==> config.mk <==
export PLATFORM = sky130hd
export DESIGN_NAME = uart_prog_loader
export DESIGN_NICKNAME = d
export VERILOG_FILES = /design/src/rtl/uart_prog_loader_pkg.sv /design/src/rtl/uart_rx.sv /design/src/rtl/uart_prog_loader.sv
export SDC_FILE = /design/constraint.sdc
export NUM_CORES = 1
export LEC_CHECK = 0
export BUFFER_PORTS_ARGS = -buffer_cell sky130_fd_sc_hd__clkbuf_2
export CORE_ASPECT_RATIO = 2
export CORE_UTILIZATION = 40
export CTS_BUF_LIST = sky130_fd_sc_hd__clkbuf_8
export CTS_CLUSTER_SIZE = 40
export DETAILED_ROUTE_END_ITERATION = 12
export HOLD_SLACK_MARGIN = 0.15
export PLACE_DENSITY_LB_ADDON = 0.3
export SLEW_MARGIN = 25
export SYNTH_ARGS = -nofsm -noshare
export SYNTH_HDL_FRONTEND = slang
export SYNTH_SLANG_ARGS = --single-unit
==> constraint.sdc <==
create_clock -name clk -period 3.7 [get_ports clk]
set_input_delay 0.925 -clock clk [delete_from_list [all_inputs] [get_ports clk]]
set_output_delay 0.925 -clock clk [all_outputs]
set_load 0.01 [all_outputs]
==> src/rtl/uart_prog_loader_pkg.sv <==
// Shared widths and UART receive state encoding for the boot program loader.
// No logic; constants and types only.
// No flow control.
package uart_prog_loader_pkg;

    localparam int WORD_W         = 32;
    localparam int BYTES_PER_WORD = 4;

    typedef enum logic [2:0] {
        RX_IDLE,
        RX_START,
        RX_DATA,
        RX_STOP,
        RX_WAIT_IDLE
    } rx_state_t;

endpackage

==> src/rtl/uart_rx.sv <==
// 8N1 UART byte receiver with input synchronizer and stop-bit check.
// Latency: rx_valid/rx_frame_err pulse one clk after the mid-stop-bit sample.
// No backpressure: each received byte is offered for exactly one cycle.
module uart_rx
    import uart_prog_loader_pkg::*;
#(
    parameter int CLKS_PER_BIT = 4
) (
    input  logic       clk,
    input  logic       rst,
    input  logic       rx_line,
    output logic       rx_valid,
    output logic [7:0] rx_byte,
    output logic       rx_frame_err
);

    localparam int CNT_W = $clog2(CLKS_PER_BIT);
    localparam logic [CNT_W-1:0] HALF_LAST = CNT_W'(CLKS_PER_BIT / 2 - 1);
    localparam logic [CNT_W-1:0] BIT_LAST  = CNT_W'(CLKS_PER_BIT - 1);

    logic            rx_meta;
    logic            rx_s;
    rx_state_t       state;
    logic [CNT_W-1:0] cnt;
    logic [2:0]      bit_idx;
    logic [7:0]      shreg;

    // Line idles high, so the synchronizer resets to 1 to avoid a fake start bit.
    always_ff @(posedge clk or negedge rst) begin
        if (!rst) begin
            rx_meta <= 1'b1;
            rx_s    <= 1'b1;
        end else begin
            rx_meta <= rx_line;
            rx_s    <= rx_meta;
        end
    end

    always_ff @(posedge clk or negedge rst) begin
        if (!rst) begin
            state        <= RX_IDLE;
            cnt          <= '0;
            bit_idx      <= '0;
            shreg        <= '0;
            rx_valid     <= 1'b0;
            rx_byte      <= '0;
            rx_frame_err <= 1'b0;
        end else begin
            rx_valid     <= 1'b0;
            rx_frame_err <= 1'b0;
            case (state)
                RX_IDLE: begin
                    cnt <= '0;
                    if (!rx_s) state <= RX_START;
                end
                RX_START: begin
                    // Re-check at mid start bit; a high line here was only a glitch.
                    if (cnt == HALF_LAST) begin
                        cnt     <= '0;
                        bit_idx <= '0;
                        state   <= rx_s ? RX_IDLE : RX_DATA;
                    end else begin
                        cnt <= cnt + CNT_W'(1);
                    end
                end
                RX_DATA: begin
                    if (cnt == BIT_LAST) begin
                        cnt   <= '0;
                        shreg <= {rx_s, shreg[7:1]};
                        if (bit_idx == 3'd7) state <= RX_STOP;
                        else                 bit_idx <= bit_idx + 3'd1;
                    end else begin
                        cnt <= cnt + CNT_W'(1);
                    end
                end
                RX_STOP: begin
                    if (cnt == BIT_LAST) begin
                        cnt <= '0;
                        if (rx_s) begin
                            rx_valid <= 1'b1;
                            rx_byte  <= shreg;
                            state    <= RX_IDLE;
                        end else begin
                            rx_frame_err <= 1'b1;
                            state        <= RX_WAIT_IDLE;
                        end
                    end else begin
                        cnt <= cnt + CNT_W'(1);
                    end
                end
                RX_WAIT_IDLE: begin
                    if (rx_s) state <= RX_IDLE;
                end
                default: state <= RX_IDLE;
            endcase
        end
    end

endmodule

==> src/rtl/uart_prog_loader.sv <==
// Boot loader: UART bytes -> little-endian 32-bit words -> sequential imem writes.
// Latency: imem_we one clk after the 4th rx_valid; load_done one clk after the last write.
// No backpressure: imem accepts every write; bytes after load_done are dropped.
module uart_prog_loader
    import uart_prog_loader_pkg::*;
#(
    parameter int CLKS_PER_BIT   = 4,
    parameter int CELL_NUMBERS   = 16,
    parameter int ADDR_W         = 8,
    parameter int TIMEOUT_CYCLES = 64 * CLKS_PER_BIT
) (
    input  logic              clk,
    input  logic              rst,
    input  logic              uart_rx_i,
    output logic              imem_we,
    output logic [ADDR_W-1:0] imem_addr,
    output logic [WORD_W-1:0] imem_wdata,
    output logic              load_done,
    output logic              frame_err
);

    localparam int TO_W = $clog2(TIMEOUT_CYCLES);
    localparam logic [TO_W-1:0]   TO_LAST   = TO_W'(TIMEOUT_CYCLES - 1);
    localparam logic [ADDR_W-1:0] LAST_ADDR = ADDR_W'(CELL_NUMBERS - 1);

    logic                             rx_valid;
    logic [7:0]                       rx_byte;
    logic                             rx_frame_err;
    logic [1:0]                       byte_cnt;
    logic [WORD_W-9:0]                word_buf;
    logic [ADDR_W-1:0]                word_idx;
    logic [TO_W-1:0]                  tcnt;

    uart_rx #(
        .CLKS_PER_BIT (CLKS_PER_BIT)
    ) u_rx (
        .clk          (clk),
        .rst          (rst),
        .rx_line      (uart_rx_i),
        .rx_valid     (rx_valid),
        .rx_byte      (rx_byte),
        .rx_frame_err (rx_frame_err)
    );

    always_ff @(posedge clk or negedge rst) begin
        if (!rst) begin
            imem_we    <= 1'b0;
            imem_addr  <= '0;
            imem_wdata <= '0;
            load_done  <= 1'b0;
            frame_err  <= 1'b0;
            byte_cnt   <= '0;
            word_buf   <= '0;
            word_idx   <= '0;
            tcnt       <= '0;
        end else begin
            imem_we <= 1'b0;
            if (rx_frame_err) frame_err <= 1'b1;
            if (imem_we && imem_addr == LAST_ADDR) load_done <= 1'b1;

            if (!load_done) begin
                // rx_valid outranks an expiring timeout so the byte is never lost.
                if (rx_valid) begin
                    tcnt     <= '0;
                    byte_cnt <= byte_cnt + 2'd1;
                    case (byte_cnt)
                        2'd0: word_buf[7:0]   <= rx_byte;
                        2'd1: word_buf[15:8]  <= rx_byte;
                        2'd2: word_buf[23:16] <= rx_byte;
                        default: begin
                            imem_we    <= 1'b1;
                            imem_addr  <= word_idx;
                            imem_wdata <= {rx_byte, word_buf};
                            word_idx   <= word_idx + ADDR_W'(1);
                        end
                    endcase
                end else if (rx_frame_err) begin
                    byte_cnt <= '0;
                    tcnt     <= '0;
                end else if (byte_cnt != 2'd0) begin
                    if (tcnt == TO_LAST) begin
                        byte_cnt <= '0;
                        tcnt     <= '0;
                    end else begin
                        tcnt <= tcnt + TO_W'(1);
                    end
                end else begin
                    tcnt <= '0;
                end
            end
        end
    end

endmodule

# Word level (Yosys, flattened, before mapping)
# Index checks and enable logic that the tools add are counted.
[op_classes]
n_eq_ne = 18
n_shift = 0
div_mod_pow = 0
mux = 33
add_sub_neg = 5
n_mul = 0
reduce_logical = 19
n_bitwise = 2
n_lt_le_gt_ge = 0
[ops]
columns = ["operator", "count"]
rows = [
  ["2-to-1 mux 8 bit", 4],
  ["2-to-1 mux 3 bit", 10],
  ["AND reduction 3 bit", 6],
  ["adder 8 x 1 -> 8 bit (second input constant)", 2],
  ["one-hot mux 3 bit (5 select lines)", 1],
  ["2-to-1 mux 2 bit", 7],
  ["inequality test 2 x 1 -> 1 bit (second input constant)", 5],
  ["2-to-1 mux 1 bit", 9],
  ["nonzero test 3 bit", 3],
  ["equality test 8 x 4 -> 1 bit (second input constant)", 1],
  ["equality test 8 bit (second input constant)", 1],
  ["equality test 3 x 2 -> 1 bit (second input constant)", 2],
  ["equality test 3 bit (second input constant)", 2],
  ["one-hot mux 2 bit (3 select lines)", 1],
  ["one-hot mux 3 bit (2 select lines)", 1],
  ["AND reduction 6 bit", 1],
  ["adder 2 x 1 -> 2 bit (second input constant)", 2],
  ["equality test 2 x 1 -> 1 bit (second input constant)", 2],
  ["equality test 2 bit (second input constant)", 2],
  ["inequality test 2 bit (second input constant)", 2],
  ["AND reduction 4 bit", 1],
  ["nonzero test 2 bit", 2],
  ["adder 3 x 1 -> 3 bit (second input constant)", 1],
  ["equality test 3 x 1 -> 1 bit (second input constant)", 1],
  ["other kinds (7)", 8],
]
[totals]
input_bits = 3
output_inout_bits = 43
elab_cells = 97
latch_bits = 0
mem_bits_rw = 0
romBits = 0
ff_bits = 113
n_memories = 0

# Longest topological paths before layout
[depth]
depth_word = 5
depth_mapped = 6
mapped_depth_nobuf = 5

# Hierarchy
# Synthesis repeated with hierarchy kept, for this count alone.
[hier_totals]
hier_cells = 410
hier_area_um2 = 4665.7
[modules_own_cells]
columns = ["mod", "seq_area_each_um2", "cells_each", "area_each_um2", "n_inst"]
rows = [
  ["uart_prog_loader", 2127.0, 316, 3427.0, 1],
  ["uart_rx", 703.2, 94, 1238.7, 1],
]

# Worst setup path after synthesis
# No wires, ideal clock.
[synth_path]
kind = "reg2reg"
from = "register u_rx.bit_idx[0]"
to = "register u_rx.bit_idx[0]"
period_less_slack_ns = 1.655
arrival_ns = 1.530
path_slack_ns = 2.045
stages_incl_launch_ff = 6
t_required_ns = 3.575
setup_time_ns = 0.125
n_path_buf = 0
path_cell_list = "dfrtp_1 ha_1 ha_1 nand4bb_1 a21oi_1 mux2_2"
[synth_via]
elab_chain_len = 4
elab_cells_between_ends = 7
[synth_rtl]
columns = ["element", "line_no", "text"]
rows = [
  ["start: declaration", "uart_rx.sv:25", "logic [2:0] bit_idx;"],
  ["start signal: assignment", "uart_rx.sv:71", "else bit_idx <= bit_idx + 3'd1;"],
  ["adder 3 x 1 -> 3 bit", "uart_rx.sv:71", ""],
  ["2-to-1 mux 3 bit", "uart_rx.sv:70", "if (bit_idx == 3'd7) state <= RX_STOP;"],
  ["2-to-1 mux 3 bit", "uart_rx.sv:67", "if (cnt == BIT_LAST) begin"],
  ["one-hot mux 3 bit (2 select lines)", "uart_rx.sv:51", "case (state)"],
]
# Several ways; a longest one is shown, not always the timed one. The select of a mux whose other input is x is not followed.
# A chain may end at the register's enable or synchronous reset.

# Worst setup path in the final report
[layout_path]
from = "register load_done"
to = "output port load_done"
[layout_lines]
columns = ["element", "line_no", "text"]
rows = [
  ["start: declaration", "uart_prog_loader.sv:18", "output logic load_done,"],
  ["start signal: assignment", "uart_prog_loader.sv:50", "load_done <= 1'b0;"],
  ["start signal: assignment", "uart_prog_loader.sv:59", "if (imem_we && imem_addr == LAST_ADDR) load_done <= 1'b1;"],
]
# No word-level cell between the ends.

==> metrics.txt <==
status=completed; clock tree buffer depth=2; CTS tree=yes; Sink Count=113; maxcap violations=0; FMAX=0.452 GHz; final hold violation count=0; Syn Area/Cell=11.3 µm²; crit-path max FO=18; Synth top area share=59.5%; CP top delay family=flip-flops; Final setup viols=0; post-route ant nets=0; gr usage total=17.9%; Final GP Congestion=0.791; Vias/cell=5.00; Crit-path slowest cell=dfrtp_1; CP cell instances=clkbuf_2; synthesized area=4670 µm²; fraction of registers with async set/reset=100%; Ports=46; Initial DRT Pass Iterations=6; DRC Markers=0; Setup TNS Final=0 ns; Synth Net Count=426; Diodes inserted=0; WP data required=2.77 ns; Worst-path clk slew=0.06 ns; Layout area overhead=14.4%; Site Rows=55; min cycle time layout=2.21 ns; Post-synth EDFFs=0; CP peak stage delay=0.64 ns; top_reg_cell synth=dfrtp_1; vias in the first global route=3244; dpl cells=588; ranking of synthesized cells by area=dfrtp_1 59%, nand2_1 11%, mux2_2 8.0%; Setup Crit Path Kind=reg2out; CTS root buffer=clkbuf_8; H-tree depth=4; IR Drop Worst-Case VDD=0.000260 V; post-CTS sizing=0; Leak Pwr=2.90 nW; fin cells=617; RSZ-0062 raised after global routing=false; Critical Path Start Type=flop; Setup Buffers After CTS=0; worst min path class=reg2reg; Die Width=78.4 µm; final worst path period share=59.8%; clk_lat worst skew=0.43 ns; post-synthesis cell count=412; Buf+Inv Stages, Crit Path=1; final WL=9.44 mm; nets@finish=479; post-synthesis cell type count=46; Clock Skew=0.00682 ns; DR iter-0 viols=218; initial antenna violation count=0; Slew Limit Headroom=62.6%; largest net degree at the start of global routing=75; actual slew at the worst max-slew pin=0.561 ns; core area=11400 µm²; total gr overflow=0; fin. max-slew vios=0; die area=12100 µm²; Crit. End Element=primary output; Die Height=155 µm; Seq cells post-synth=113; first-pass GRT wire length=16.3 mm; CTS Buf Count=17; Synth area leader=dfrtp_1; Register-to-Register Setup Slack=1.83 ns; DP HPWL=6.65 mm; Via Count=3083; Power Density=511 nW/µm²; Initial Util=41.1%; yosys warns=0; number of I/O port buffers=45; # hold bufs at CTS=0; layout cells sized above 1=25.5%; Routed wire per std cell=15.3 µm; sequential-to-total area share from yosys stat=60.6%; Worst EP arrival=1.29 ns
[report_power, final]
group          leakage, nW  total, mW  internal (mW)  switching [mW]
clock network        0.173      0.905          0.450           0.455
logic                 1.17      0.350          0.175           0.175
registers             1.55       1.47           1.33           0.138
total                 2.90       2.73           1.96           0.768
[layout by cell type, fill, tap and decap left out, types with 6 or more instances in the layout]
cell type  netlist  final
ha_1            11     11
clkbuf_2         1     44
nor2_1           8      8
xor2_1           6      6
o21ai_0          9      9
clkbuf_8         0     18
clkinv_2         0      7
mux2_4           8      8
nand2_1        143    143
inv_1            8     11
dfrtp_1        111    111
nand3_1          6      6
mux2_2          33     33
[kinds of logic (layout without fill, tap and decap cells)]
kind of cell / count (synthesis) / count (layout) / synth area share (%)
AOI/OAI and AO/OA: 22 / 22 / 2.89
muxes: 45 / 45 / 11.5
buffers and inverters: 23 / 86 / 2.25
xor gates and xnor gates: 9 / 9 / 1.69
and+or+nand+nor: 189 / 189 / 18.2
adders and majority gates: 11 / 11 / 2.95
DFF: 113 / 113 / 60.6
[cell usage after synthesis (2+ instances only)]
master and number:
nand2_1 143, dfrtp_1 111, mux2_2 33, ha_1 11
o21ai_0 9, inv_1 8, mux2_4 8, nor2_1 8
nand3_1 6, xor2_1 6, buf_2 5, a21oi_1 4
clkbuf_1 4, nand3b_1 4, nor3_1 4, mux2_1 3
nand4_1 3, nand4b_1 3, or3_1 3, xnor2_1 3
a22oi_1 2, and3_1 2, buf_1 2, dfstp_2 2
nand4bb_1 2, nor4b_1 2, or2_2 2
[layer usage]
metal / GRT usage, % / wire [µm] / vias up
met1: 19.1 / 3670 / 1559
met4: 7.41 / 154 / 0
met2: 32.7 / 5360 / 41
met3: 4.78 / 248 / 12
met5: 0 / 0 / -
li1: - / - / 1471
[worst paths after layout]
path,startpoint,to,depth (start not counted)
setup / recovery,load_done,load_done,1
hold / removal,u_rx.rx_meta,u_rx.rx_s,0
setup reg to reg,byte_cnt[0],tcnt[7],5
hold reg to reg,u_rx.rx_meta,u_rx.rx_s,0
max in group asynchronous,rst,word_idx[4],2
min in group asynchronous,rst,tcnt[3],1
[sequential cells by signal, summed over array words and instances (netlist names), 2 cells and up]
| register | flops |
|---|---|
| imem_addr | 8 |
| u_rx.state | 3 |
| u_rx.shreg | 8 |
| tcnt | 8 |
| word_buf | 24 |
| u_rx.rx_byte | 8 |
| imem_wdata | 32 |
| byte_cnt | 2 |
| u_rx.cnt | 2 |
| word_idx | 8 |
| u_rx.bit_idx | 3 |
[layout make-up]
| class | count | area, µm² |
|---|---|---|
| repair buffers | 48 | 263 |
| flip-flops and latches | 113 | 2830 |
| fillers | 1097 | 6010 |
| clock buffers | 18 | 248 |
| inverters | 9 | 33.8 |
| multi-input cells | 276 | 1740 |
| clock inverters | 11 | 53.8 |
| well taps | 142 | 178 |
[through the flow]
step | hold WS (ns) | util, % | power, mW | setup slack (ns) | cell area, µm²
2_1_floorplan | 0.345 | - | 1.73 | 2.04 | 4670
3_3_place_gp | 0.347 | 44.4 | 1.83 | 1.89 | 5040
3_5_place_dp | 0.353 | 44.4 | 1.85 | 1.85 | 5040
4_1_cts | 0.362 | 47.0 | 2.76 | 1.48 | 5340
5_1_grt | 0.365 | 47.0 | 2.88 | 1.36 | 5340
6_report | 0.360 | 47.0 | 2.73 | 1.49 | 5340
(Power assumes the default switching activity.)
